`src/rtl/rv32i_types.sv`:
```
// Shared RV32 execute-stage types: multiply funct3 encodings and the multiply unit state.
package rv32i_types;

    localparam int unsigned XLEN = 32;

    typedef enum logic [2:0] {
        mul    = 3'b000,
        mulh   = 3'b001,
        mulhsu = 3'b010,
        mulhu  = 3'b011
    } m_funct3_t;

    typedef enum logic [1:0] {
        ST_IDLE = 2'd0,
        ST_CALC = 2'd1,
        ST_FIX  = 2'd2,
        ST_DONE = 2'd3
    } mul_state_t;

endpackage

```
`src/rtl/wallace.sv`:
```
// Unsigned combinational Wallace-tree multiplier: 3:2 carry-save layers, one final carry-propagate add.
module wallace #(
    parameter int unsigned WIDTH = 32
) (
    input  logic [WIDTH-1:0]   i_a,
    input  logic [WIDTH-1:0]   i_b,
    output logic [2*WIDTH-1:0] o_p
);

    localparam int unsigned PW     = 2 * WIDTH;
    localparam int unsigned LEVELS = WIDTH;

    logic [PW-1:0] w_rows [WIDTH];
    logic [PW-1:0] w_nxt  [WIDTH];
    int            w_n;
    int            w_m;
    int            w_full;
    int            w_rem;

    always_comb begin
        w_n    = WIDTH;
        w_m    = 0;
        w_full = 0;
        w_rem  = 0;
        for (int i = 0; i < WIDTH; i++) begin
            w_rows[i] = i_b[i] ? (PW'(i_a) << i) : '0;
            w_nxt[i]  = '0;
        end
        // Each layer compresses every full group of three rows into a sum and a shifted carry row.
        for (int lvl = 0; lvl < LEVELS; lvl++) begin
            if (w_n > 2) begin
                for (int i = 0; i < WIDTH; i++) begin
                    w_nxt[i] = '0;
                end
                w_full = w_n / 3;
                w_rem  = w_n - 3 * w_full;
                w_m    = 0;
                for (int g = 0; g < WIDTH / 3; g++) begin
                    if (g < w_full) begin
                        w_nxt[w_m]     = w_rows[3*g] ^ w_rows[3*g+1] ^ w_rows[3*g+2];
                        w_nxt[w_m + 1] = ((w_rows[3*g] & w_rows[3*g+1]) |
                                          (w_rows[3*g] & w_rows[3*g+2]) |
                                          (w_rows[3*g+1] & w_rows[3*g+2])) << 1;
                        w_m = w_m + 2;
                    end
                end
                for (int k = 0; k < 2; k++) begin
                    if (k < w_rem) begin
                        w_nxt[w_m + k] = w_rows[3*w_full + k];
                    end
                end
                w_n = w_m + w_rem;
                for (int i = 0; i < WIDTH; i++) begin
                    w_rows[i] = w_nxt[i];
                end
            end
        end
        o_p = w_rows[0] + w_rows[1];
    end

endmodule

```
`src/rtl/mul_unit.sv`:
```
// RV32M multi-cycle multiplier: magnitude conversion on accept, registered Wallace product,
// two's-complement sign fix over the full product, then half-select with a one-cycle done.
module mul_unit
    import rv32i_types::*;
#(
    parameter int unsigned WIDTH = 32
) (
    input  logic             clk,
    input  logic             rst,
    input  logic             start,
    input  logic [2:0]       funct3,
    input  logic [WIDTH-1:0] rs1,
    input  logic [WIDTH-1:0] rs2,
    input  logic             flush,
    output logic             busy,
    output logic             done,
    output logic [WIDTH-1:0] result
);

    localparam int unsigned PW = 2 * WIDTH;

    mul_state_t       r_state;
    mul_state_t       w_next;
    m_funct3_t        r_op;
    logic             r_neg;
    logic [WIDTH-1:0] r_mag_a;
    logic [WIDTH-1:0] r_mag_b;
    logic [PW-1:0]    r_prod;
    logic [WIDTH-1:0] r_result;

    m_funct3_t        w_op;
    logic             w_accept;
    logic             w_sa;
    logic             w_sb;
    logic             w_neg_a;
    logic             w_neg_b;
    logic [WIDTH-1:0] w_mag_a;
    logic [WIDTH-1:0] w_mag_b;
    logic [PW-1:0]    w_prod;
    logic [PW-1:0]    w_fixed;

    // Operand signedness and magnitudes for the request presented this cycle.
    always_comb begin
        w_op     = m_funct3_t'({1'b0, funct3[1:0]});
        w_accept = start & ~funct3[2] & ~flush &
                   ((r_state == ST_IDLE) | (r_state == ST_DONE));
        w_sa     = (w_op != mulhu);
        w_sb     = (w_op == mul) | (w_op == mulh);
        w_neg_a  = w_sa & rs1[WIDTH-1];
        w_neg_b  = w_sb & rs2[WIDTH-1];
        w_mag_a  = w_neg_a ? (~rs1 + WIDTH'(1)) : rs1;
        w_mag_b  = w_neg_b ? (~rs2 + WIDTH'(1)) : rs2;
        w_fixed  = r_neg ? (~r_prod + PW'(1)) : r_prod;
    end

    wallace #(.WIDTH(WIDTH)) u_wallace (
        .i_a (r_mag_a),
        .i_b (r_mag_b),
        .o_p (w_prod)
    );

    always_ff @(posedge clk or posedge rst) begin
        if (rst) begin
            r_state <= ST_IDLE;
        end else begin
            r_state <= w_next;
        end
    end

    // Next state and status outputs; flush overrides every transition.
    always_comb begin
        w_next = ST_IDLE;
        busy   = 1'b0;
        done   = 1'b0;
        case (r_state)
            ST_IDLE, ST_DONE: w_next = w_accept ? ST_CALC : ST_IDLE;
            ST_CALC:          w_next = ST_FIX;
            ST_FIX:           w_next = ST_DONE;
            default:          w_next = ST_IDLE;
        endcase
        if (flush) begin
            w_next = ST_IDLE;
        end
        busy = (r_state == ST_CALC) | (r_state == ST_FIX);
        done = (r_state == ST_DONE);
    end

    always_ff @(posedge clk or posedge rst) begin
        if (rst) begin
            r_op     <= mul;
            r_neg    <= 1'b0;
            r_mag_a  <= '0;
            r_mag_b  <= '0;
            r_prod   <= '0;
            r_result <= '0;
        end else begin
            if (w_accept) begin
                r_op    <= w_op;
                r_neg   <= w_neg_a ^ w_neg_b;
                r_mag_a <= w_mag_a;
                r_mag_b <= w_mag_b;
            end
            if (r_state == ST_CALC) begin
                r_prod <= w_prod;
            end
            // A flushed op never reaches DONE, so the previous result must survive.
            if ((r_state == ST_FIX) && !flush) begin
                r_result <= (r_op == mul) ? w_fixed[WIDTH-1:0] : w_fixed[PW-1:WIDTH];
            end
        end
    end

    assign result = r_result;

endmodule

```
`config.mk`:
```
export PLATFORM = sky130hd
export DESIGN_NAME = mul_unit
export DESIGN_NICKNAME = d
export VERILOG_FILES = /design/src/rtl/rv32i_types.sv /design/src/rtl/wallace.sv /design/src/rtl/mul_unit.sv
export SDC_FILE = /design/constraint.sdc
export NUM_CORES = 2
export LEC_CHECK = 0
export BUFFER_PORTS_ARGS = -buffer_cell sky130_fd_sc_hd__buf_2
export CORE_AREA = 2 2 325 327
export DETAILED_ROUTE_END_ITERATION = 8
export DIE_AREA = 0 0 327 329
export PLACE_DENSITY = 0.55
export SLEW_MARGIN = 20
export SYNTH_ARGS = -nofsm -noshare
export SYNTH_HDL_FRONTEND = slang
export SYNTH_SLANG_ARGS = --single-unit
export TNS_END_PERCENT = 50
```
`constraint.sdc`:
```
create_clock -name clk -period 7.7 [get_ports clk]
set_clock_uncertainty 0.05 [all_clocks]
set_input_delay 0.77 -clock clk [delete_from_list [all_inputs] [get_ports clk]]
set_output_delay 0.77 -clock clk [all_outputs]
set_load 0.03 [all_outputs]
```
# Word level (Yosys, flattened, before mapping)
# Cells that the tools add are included.
[totals]
ff_bits = 165
[op_classes]
bitwise_logic = 224
eq_ne = 5
muxes = 39
addsub = 4
reduce_logical = 6
[ops]
columns = ["operator", "count"]
rows = [
  ["$and A63 B63 Y63", 89],
  ["$or A63 B63 Y63", 60],
  ["$xor A64 B64 Y64", 48],
  ["$mux W32", 4],
  ["$add A32 B1 Y32 const B", 2],
  ["$add A64 B1 Y64 const B", 1],
  ["$add A64 B64 Y64", 1],
  ["$mux W64", 1],
  ["$not A32 Y32", 2],
  ["$not A64 Y64", 1],
  ["$xor A64 B34 Y64", 1],
  ["$xor A64 B37 Y64", 1],
  ["$xor A64 B40 Y64", 1],
  ["$xor A64 B43 Y64", 1],
  ["$xor A64 B46 Y64", 1],
  ["$xor A64 B49 Y64", 1],
  ["$xor A64 B52 Y64", 1],
  ["$xor A64 B55 Y64", 1],
  ["$xor A64 B58 Y64", 1],
  ["$xor A64 B61 Y64", 1],
  ["$xor A64 B62 Y64", 1],
  ["$xor A64 B63 Y64", 1],
  ["$and A63 B62 Y63", 1],
  ["$mux W63", 1],
  ["45 further kinds", 55],
]

# Depth between registers and ports, before layout
[logic_depth]
ltp_word = 26
mapped_depth = 27
mapped_depth_nobuf = 25

# Cells and area by module
# From an unflattened synthesis, not the netlist that was laid out.
[hier_totals]
hier_cells = 4533
hier_area_um2 = 41818.9
[modules_own_cells]
columns = ["mod", "n_inst", "area_per_inst_um2", "cells_per_inst"]
rows = [
  ["wallace", 1, 32643.8, 3562],
  ["mul_unit", 1, 9175.0, 971],
]

# Worst setup path before layout
# Ideal clock, no wire load.
[synth_path]
path_type = "register to register"
from = "register r_mag_a[8]"
to = "register r_prod[58]"
setup_slack_ps = 99
setup_ps = 125
path_buffers = 1
t_arrival_ps = 7426
stages_incl_launch_ff = 25
required_time_ps = 7525
cell_sequence = "dfrtp_1 > clkbuf_1 > and2_1 > fa_1 > fa_1 > inv_1 > fa_1 > inv_1 > fa_1 > fa_1 > inv_1 > fa_1 > fa_1 > inv_1 > fa_1 > ha_1 > a21oi_1 > o21ai_0 > a2111oi_0 > nor2_1 > o211a_1 > a211oi_1 > o41ai_1 > xor2_1 > mux2_2"
[synth_via]
elab_chain_len = 26
elab_cells_between_ends = 243
classes_between = "1 x add/sub; 32 x mux; 210 x bitwise"
[synth_lines]
columns = ["element", "line_no", "text"]
rows = [
  ["start: declaration", "mul_unit.sv:26", "logic [WIDTH-1:0] r_mag_a;"],
  ["start signal: assignment", "mul_unit.sv:100", "r_mag_a <= w_mag_a;"],
  ["$mux W32, or another cell as far along", "wallace.sv:26", "w_rows[i] = i_b[i] ? (PW'(i_a) << i) : '0;"],
  ["$and A63 B63 Y63, on equally long branches", "wallace.sv:41, wallace.sv:42", ""],
  ["$or A63 B63 Y63", "wallace.sv:41", "w_nxt[w_m + 1] = ((w_rows[3*g] & w_rows[3*g+1]) |"],
  ["$or A63 B63 Y63", "wallace.sv:42", "(w_rows[3*g] & w_rows[3*g+2]) |"],
  ["$and A63 B63 Y63", "wallace.sv:41", ""],
  ["$or A63 B63 Y63", "wallace.sv:41", ""],
  ["$or A63 B63 Y63", "wallace.sv:42", ""],
  ["$and A63 B63 Y63", "wallace.sv:41", ""],
  ["[10 not listed]", "-", ""],
  ["$or A63 B63 Y63", "wallace.sv:42", ""],
  ["$and A63 B63 Y63", "wallace.sv:41", ""],
  ["$or A63 B63 Y63", "wallace.sv:41", ""],
  ["$or A63 B63 Y63", "wallace.sv:42", ""],
  ["$and A63 B63 Y63", "wallace.sv:41", ""],
  ["$or A63 B63 Y63", "wallace.sv:41", ""],
  ["$or A63 B63 Y63", "wallace.sv:42", ""],
  ["$add A64 B64 Y64 *", "wallace.sv:58", "o_p = w_rows[0] + w_rows[1];"],
  ["end signal: assignment", "mul_unit.sv:104", "r_prod <= w_prod;"],
  ["end: declaration", "mul_unit.sv:28", "logic [PW-1:0] r_prod;"],
]
# Every way passes the cells marked *; elsewhere a longest branch is shown, timed or not.
# A chain may end at the register's enable or synchronous reset.

# Final worst setup path
[layout_path]
from = "register r_mag_a[20]"
to = "register r_prod[48]"
# The elaborated chain is that of the path after synthesis.

==> impl_metrics.xml <==
<?xml version="1.0" encoding="UTF-8"?>
<metrics>
  <group name="global_route">
    <metric name="initial_antenna_violation_count" unit="">2</metric>
    <metric name="grt_use_met2" unit="%">37.40</metric>
    <metric name="grt.total_usage" unit="%">23.27</metric>
    <metric name="grt_overflow" unit="">0</metric>
    <metric name="met1_usage" unit="%">34.15</metric>
    <metric name="global_route.peak_usage_layer" unit="">met2</metric>
    <metric name="grt_pass1_vias" unit="">33280</metric>
    <metric name="first_pass_grt_wire_length" unit="um">193800</metric>
    <metric name="grtUsageMet3" unit="%">3.137</metric>
    <metric name="largest_net_degree_at_the_start_of_global_routing" unit="">103</metric>
  </group>
  <group name="cells_and_area">
    <metric name="design.final.nets" unit="">5883</metric>
    <metric name="synthesis_to_finish_area_growth" unit="%">11.59</metric>
    <metric name="layout_common_cells" unit="">sky130_fd_sc_hd__fa_1 (898), sky130_fd_sc_hd__inv_1 (829), sky130_fd_sc_hd__and2_1 (626), sky130_fd_sc_hd__nand2_1 (605), sky130_fd_sc_hd__buf_4 (235)</metric>
    <metric name="layout_commonest_cell" unit="">sky130_fd_sc_hd__fa_1</metric>
    <metric name="share_of_post_route_cells_with_drive_strength_above_1" unit="%">12.01</metric>
  </group>
  <group name="logic_synthesis">
    <metric name="syn_avg_cell_area" unit="sq um">9.136</metric>
    <metric name="asyncSetResetFlopFracSynth" unit="%">100.0</metric>
    <metric name="number_of_distinct_standard_cells_referenced_by_the_synthesized_netlist" unit="">74</metric>
    <metric name="synth-seq-cells" unit="">165</metric>
    <metric name="synth_cells" unit="">4539</metric>
    <metric name="ys_top_cells_by_area" unit="">sky130_fd_sc_hd__fa_1 (44%), sky130_fd_sc_hd__dfrtp_1 (10%), sky130_fd_sc_hd__and2_1 (9.5%)</metric>
    <metric name="syn-cell-area" unit="sq um">41470</metric>
    <metric name="synthDominantAreaCellType" unit="">sky130_fd_sc_hd__fa_1</metric>
    <metric name="mappedNetlistNets" unit="">5738</metric>
    <metric name="synth_enable_flop_cells" unit="">0</metric>
    <metric name="synth.top_cell.area_share" unit="%">43.83</metric>
    <metric name="synthesis.yosys.warnings" unit="">0</metric>
    <metric name="most_used_dff_post_synth" unit="">sky130_fd_sc_hd__dfrtp_1</metric>
    <metric name="proportion_of_synthesized_chip_area_in_sequential_cells" unit="%">9.957</metric>
  </group>
  <group name="placement">
    <metric name="count_of_port_buffers_added_during_placement" unit="">104</metric>
    <metric name="post-place-ws" unit="ps">-262.1</metric>
    <metric name="place_congestion" unit="">0.8839</metric>
    <metric name="dp.final_hpwl" unit="um">97870</metric>
  </group>
  <group name="worst_setup_path">
    <metric name="cpLargestDelayFamily" unit="">adder cells</metric>
    <metric name="worst-endpoint-required" unit="ps">8080</metric>
    <metric name="cp_slowest_stage_delay" unit="ps">590</metric>
    <metric name="reg2reg_slack" unit="ps">150</metric>
    <metric name="cp_num_buf_inv" unit="">4</metric>
    <metric name="worst_setup_path_end_kind" unit="">flop</metric>
    <metric name="cp_slowest_cell" unit="">sky130_fd_sc_hd__fa_1</metric>
    <metric name="worst_setup_path_class" unit="">reg2reg</metric>
    <metric name="critical_path_peak_fanout" unit="">17</metric>
    <metric name="timing.rr.start" unit="">r_mag_a[20]$_DFFE_PP0P_</metric>
    <metric name="r2r-end" unit="">r_prod[48]$_DFFE_PP0N_</metric>
    <metric name="timing.critical_path.cells" unit="">buf_4 -&gt; and2_1 -&gt; fa_1 -&gt; fa_1 -&gt; inv_1 -&gt; fa_1 -&gt; fa_1 -&gt; fa_1 -&gt; fa_2 -&gt; fa_1 -&gt; inv_1 -&gt; fa_1 -&gt; ha_1 -&gt; buf_4 -&gt; nand4_1 -&gt; or4_1 -&gt; or3_1 -&gt; nand3_2 -&gt; a31oi_1 -&gt; xnor2_1 -&gt; mux2_2</metric>
    <metric name="reg2regPathDepth" unit="">21</metric>
    <metric name="kind_of_launch_point_of_the_worst_setup_path" unit="">flop</metric>
    <metric name="critical_path_arrival" unit="ps">7930</metric>
    <metric name="cp_common_cell" unit="">sky130_fd_sc_hd__fa_1</metric>
  </group>
  <group name="cts">
    <metric name="clkSlewWorstSetupHoldPaths" unit="ps">100</metric>
    <metric name="numCtsBuffers" unit="">17</metric>
    <metric name="ctsHtreeMaxLevel" unit="">4</metric>
    <metric name="clock_insertion_delay_worst_skew" unit="ps">520</metric>
    <metric name="cts_tree" unit="">done</metric>
    <metric name="cts_hold_buffers" unit="">0</metric>
    <metric name="cts.root.buffer_cell" unit="">sky130_fd_sc_hd__clkbuf_16</metric>
    <metric name="tritoncts_num_sinks" unit="">165</metric>
    <metric name="ctsLongestPathBuffers" unit="">2</metric>
  </group>
  <group name="status">
    <metric name="outcome" unit="">finished clean</metric>
  </group>
  <group name="floorplanning">
    <metric name="die_h" unit="um">329</metric>
    <metric name="die_w" unit="um">327</metric>
    <metric name="floorplan.io_pins" unit="">105</metric>
    <metric name="fp-row-count" unit="">119</metric>
    <metric name="initial_utilization" unit="%">39.73</metric>
    <metric name="coreArea" unit="sq um">104400</metric>
    <metric name="fp.dieArea" unit="sq um">107600</metric>
  </group>
  <group name="timing">
    <metric name="tightestPinTransition" unit="ps">1047</metric>
    <metric name="number_of_hold_slack_violations_in_the_final_timing_report" unit="">0</metric>
    <metric name="setup_ws" unit="ps">153.4</metric>
    <metric name="final-max-slew-violation-count" unit="">0</metric>
    <metric name="max-slew-margin-rel" unit="%">30.22</metric>
    <metric name="max_clock_freq" unit="GHz">0.1325</metric>
    <metric name="final-setup-viol-count" unit="">0</metric>
    <metric name="timing.final.crit_period" unit="ps">7547</metric>
    <metric name="final.period_utilization" unit="%">98.01</metric>
  </group>
  <group name="detailed_routing">
    <metric name="route.detailed.vias_per_inst" unit="">5.084</metric>
    <metric name="post_drt_wl_per_cell" unit="um">19.77</metric>
    <metric name="drt-total-wl" unit="um">120400</metric>
    <metric name="detailroute.via_count" unit="">30951</metric>
    <metric name="detailedRoute.firstPassIterationCount" unit="">5</metric>
    <metric name="remaining_number_of_nets_flagged_by_the_antenna_check_after_routing" unit="">0</metric>
    <metric name="remaining_drc_errors" unit="">0</metric>
    <metric name="initialDrtViolationCount" unit="">1713</metric>
  </group>
  <group name="hold_path">
    <metric name="worst_hold_path_type" unit="">reg2reg</metric>
    <metric name="worstHoldPathCells" unit="">2</metric>
    <metric name="hold_path_startpoint" unit="">result[19]$_DFFE_PP0P_</metric>
    <metric name="min_to" unit="">result[19]$_DFFE_PP0P_</metric>
  </group>
  <group name="job">
    <metric name="maxCapViolations" unit="">0</metric>
  </group>
</metrics>
flip-flops by register name, summed over array words and instances, names as in the netlist:
register / count
r_mag_a: 32
r_mag_b: 32
r_neg: 1
r_op: 2
r_prod: 64
r_state: 2
result: 32
cells by family (layout without fill, tap and decap cells):
group / Yosys count / after routing / share of synthesized area, %
other: 0 / 1 / 0
muxes: 44 / 44 / 1.189
buffers and inverters: 1102 / 1259 / 10.10
adders and majority gates: 1128 / 1128 / 50.47
AOI/OAI and AO/OA: 450 / 450 / 6.674
xor gates and xnor gates: 146 / 146 / 3.084
DFF: 165 / 165 / 9.957
and+or+nand+nor: 1504 / 1504 / 18.53
area by class of cell:
| type | count | area (sq um) |
|---|---|---|
| inverters | 831 | 3124 |
| fillers | 10278 | 58100 |
| repair buffers | 397 | 3256 |
| clock inverters | 12 | 143.9 |
| multi-input cells | 3272 | 33420 |
| clock buffers | 19 | 432.9 |
| well taps | 1391 | 1740 |
| diodes | 1 | 2.502 |
| flip-flops and latches | 165 | 4158 |
synth_stat cells, drive strengths merged (3+ instances only):
library cell	n
nor2b	8
o21ai	167
inv	830
o21bai	12
a21boi	4
o21a	8
a21oi	104
fa	908
nor3	38
a211o	3
or3	14
o221ai	8
nor4	15
dfrtp	165
clkbuf	261
nand3	27
and3	6
o41ai	16
mux2	42
xnor2	75
o41a	3
nor2	90
nand4	24
or4	19
nor3b	4
o31ai	25
buf	8
a31oi	18
o211ai	7
nand3b	4
a21o	30
nand2b	8
xor2	71
and2	628
a22oi	7
nand2	605
ha	220
a211oi	9
or2	10
o311ai	10
through the flow:
step / setup TNS, ps / instances / util, % / hold slack [ps] / area (sq um)
2_1_floorplan: 0 / 4539 / - / 410.5 / 41470
3_3_place_gp: -1087 / 6028 / 43.28 / 409.5 / 45170
3_5_place_dp: -1823 / 6028 / 43.28 / 416.1 / 45170
4_1_cts: -16.00 / 6059 / 43.87 / 403.8 / 45790
5_1_grt: -166.6 / 6087 / 44.33 / 432.9 / 46270
6_report: 0 / 6088 / 44.33 / 422.6 / 46270
worst reg2reg max path, cell delays in order (launching register included):
cell	delay [ps]
sky130_fd_sc_hd__dfrtp_2	490
sky130_fd_sc_hd__buf_4	300
sky130_fd_sc_hd__and2_1	190
sky130_fd_sc_hd__fa_1	440
sky130_fd_sc_hd__fa_1	520
sky130_fd_sc_hd__inv_1	60
sky130_fd_sc_hd__fa_1	540
sky130_fd_sc_hd__fa_1	460
sky130_fd_sc_hd__fa_1	590
sky130_fd_sc_hd__fa_2	460
sky130_fd_sc_hd__fa_1	500
sky130_fd_sc_hd__inv_1	50
sky130_fd_sc_hd__fa_1	520
sky130_fd_sc_hd__ha_1	340
sky130_fd_sc_hd__buf_4	150
sky130_fd_sc_hd__nand4_1	160
sky130_fd_sc_hd__or4_1	410
sky130_fd_sc_hd__or3_1	390
sky130_fd_sc_hd__nand3_2	130
sky130_fd_sc_hd__a31oi_1	100
sky130_fd_sc_hd__xnor2_1	360
sky130_fd_sc_hd__mux2_2	230
metal layers:
metal	vias to the layer above	share of wire [%]	wire (um)
li1	14013	-	-
met1	16037	46	55920
met2	819	46	55450
met3	82	6.2	7416
met4	0	1.3	1595
met5	-	0	0
timing repair:
| action | CTS | global route |
|---|---|---|
| setup endpoints to repair | 11 | 25 |
| pin swaps | 0 | 25 |
| setup buffers | 0 | 29 |
| gates resized for setup | 16 | 69 |
worst max path at each step:
stage	endpoint	cells past startpoint	slack, ps	from
floorplan	r_prod[58]$_DFFE_PP0N_	24	100	r_mag_a[8]$_DFFE_PP0P_
global placement	r_prod[57]$_DFFE_PP0N_	22	-210	r_mag_a[23]$_DFFE_PP0P_
detailed placement	r_prod[58]$_DFFE_PP0N_	25	-260	r_mag_a[8]$_DFFE_PP0P_
CTS	r_prod[57]$_DFFE_PP0N_	24	-20	r_mag_a[5]$_DFFE_PP0P_
global route	r_prod[54]$_DFFE_PP0N_	26	-40	r_mag_b[26]$_DFFE_PP0P_
finish	r_prod[48]$_DFFE_PP0N_	21	150	r_mag_a[20]$_DFFE_PP0P_
Power is not shown: default switching activity piles up to over one toggle a cycle in this logic, so the estimate is an artifact.
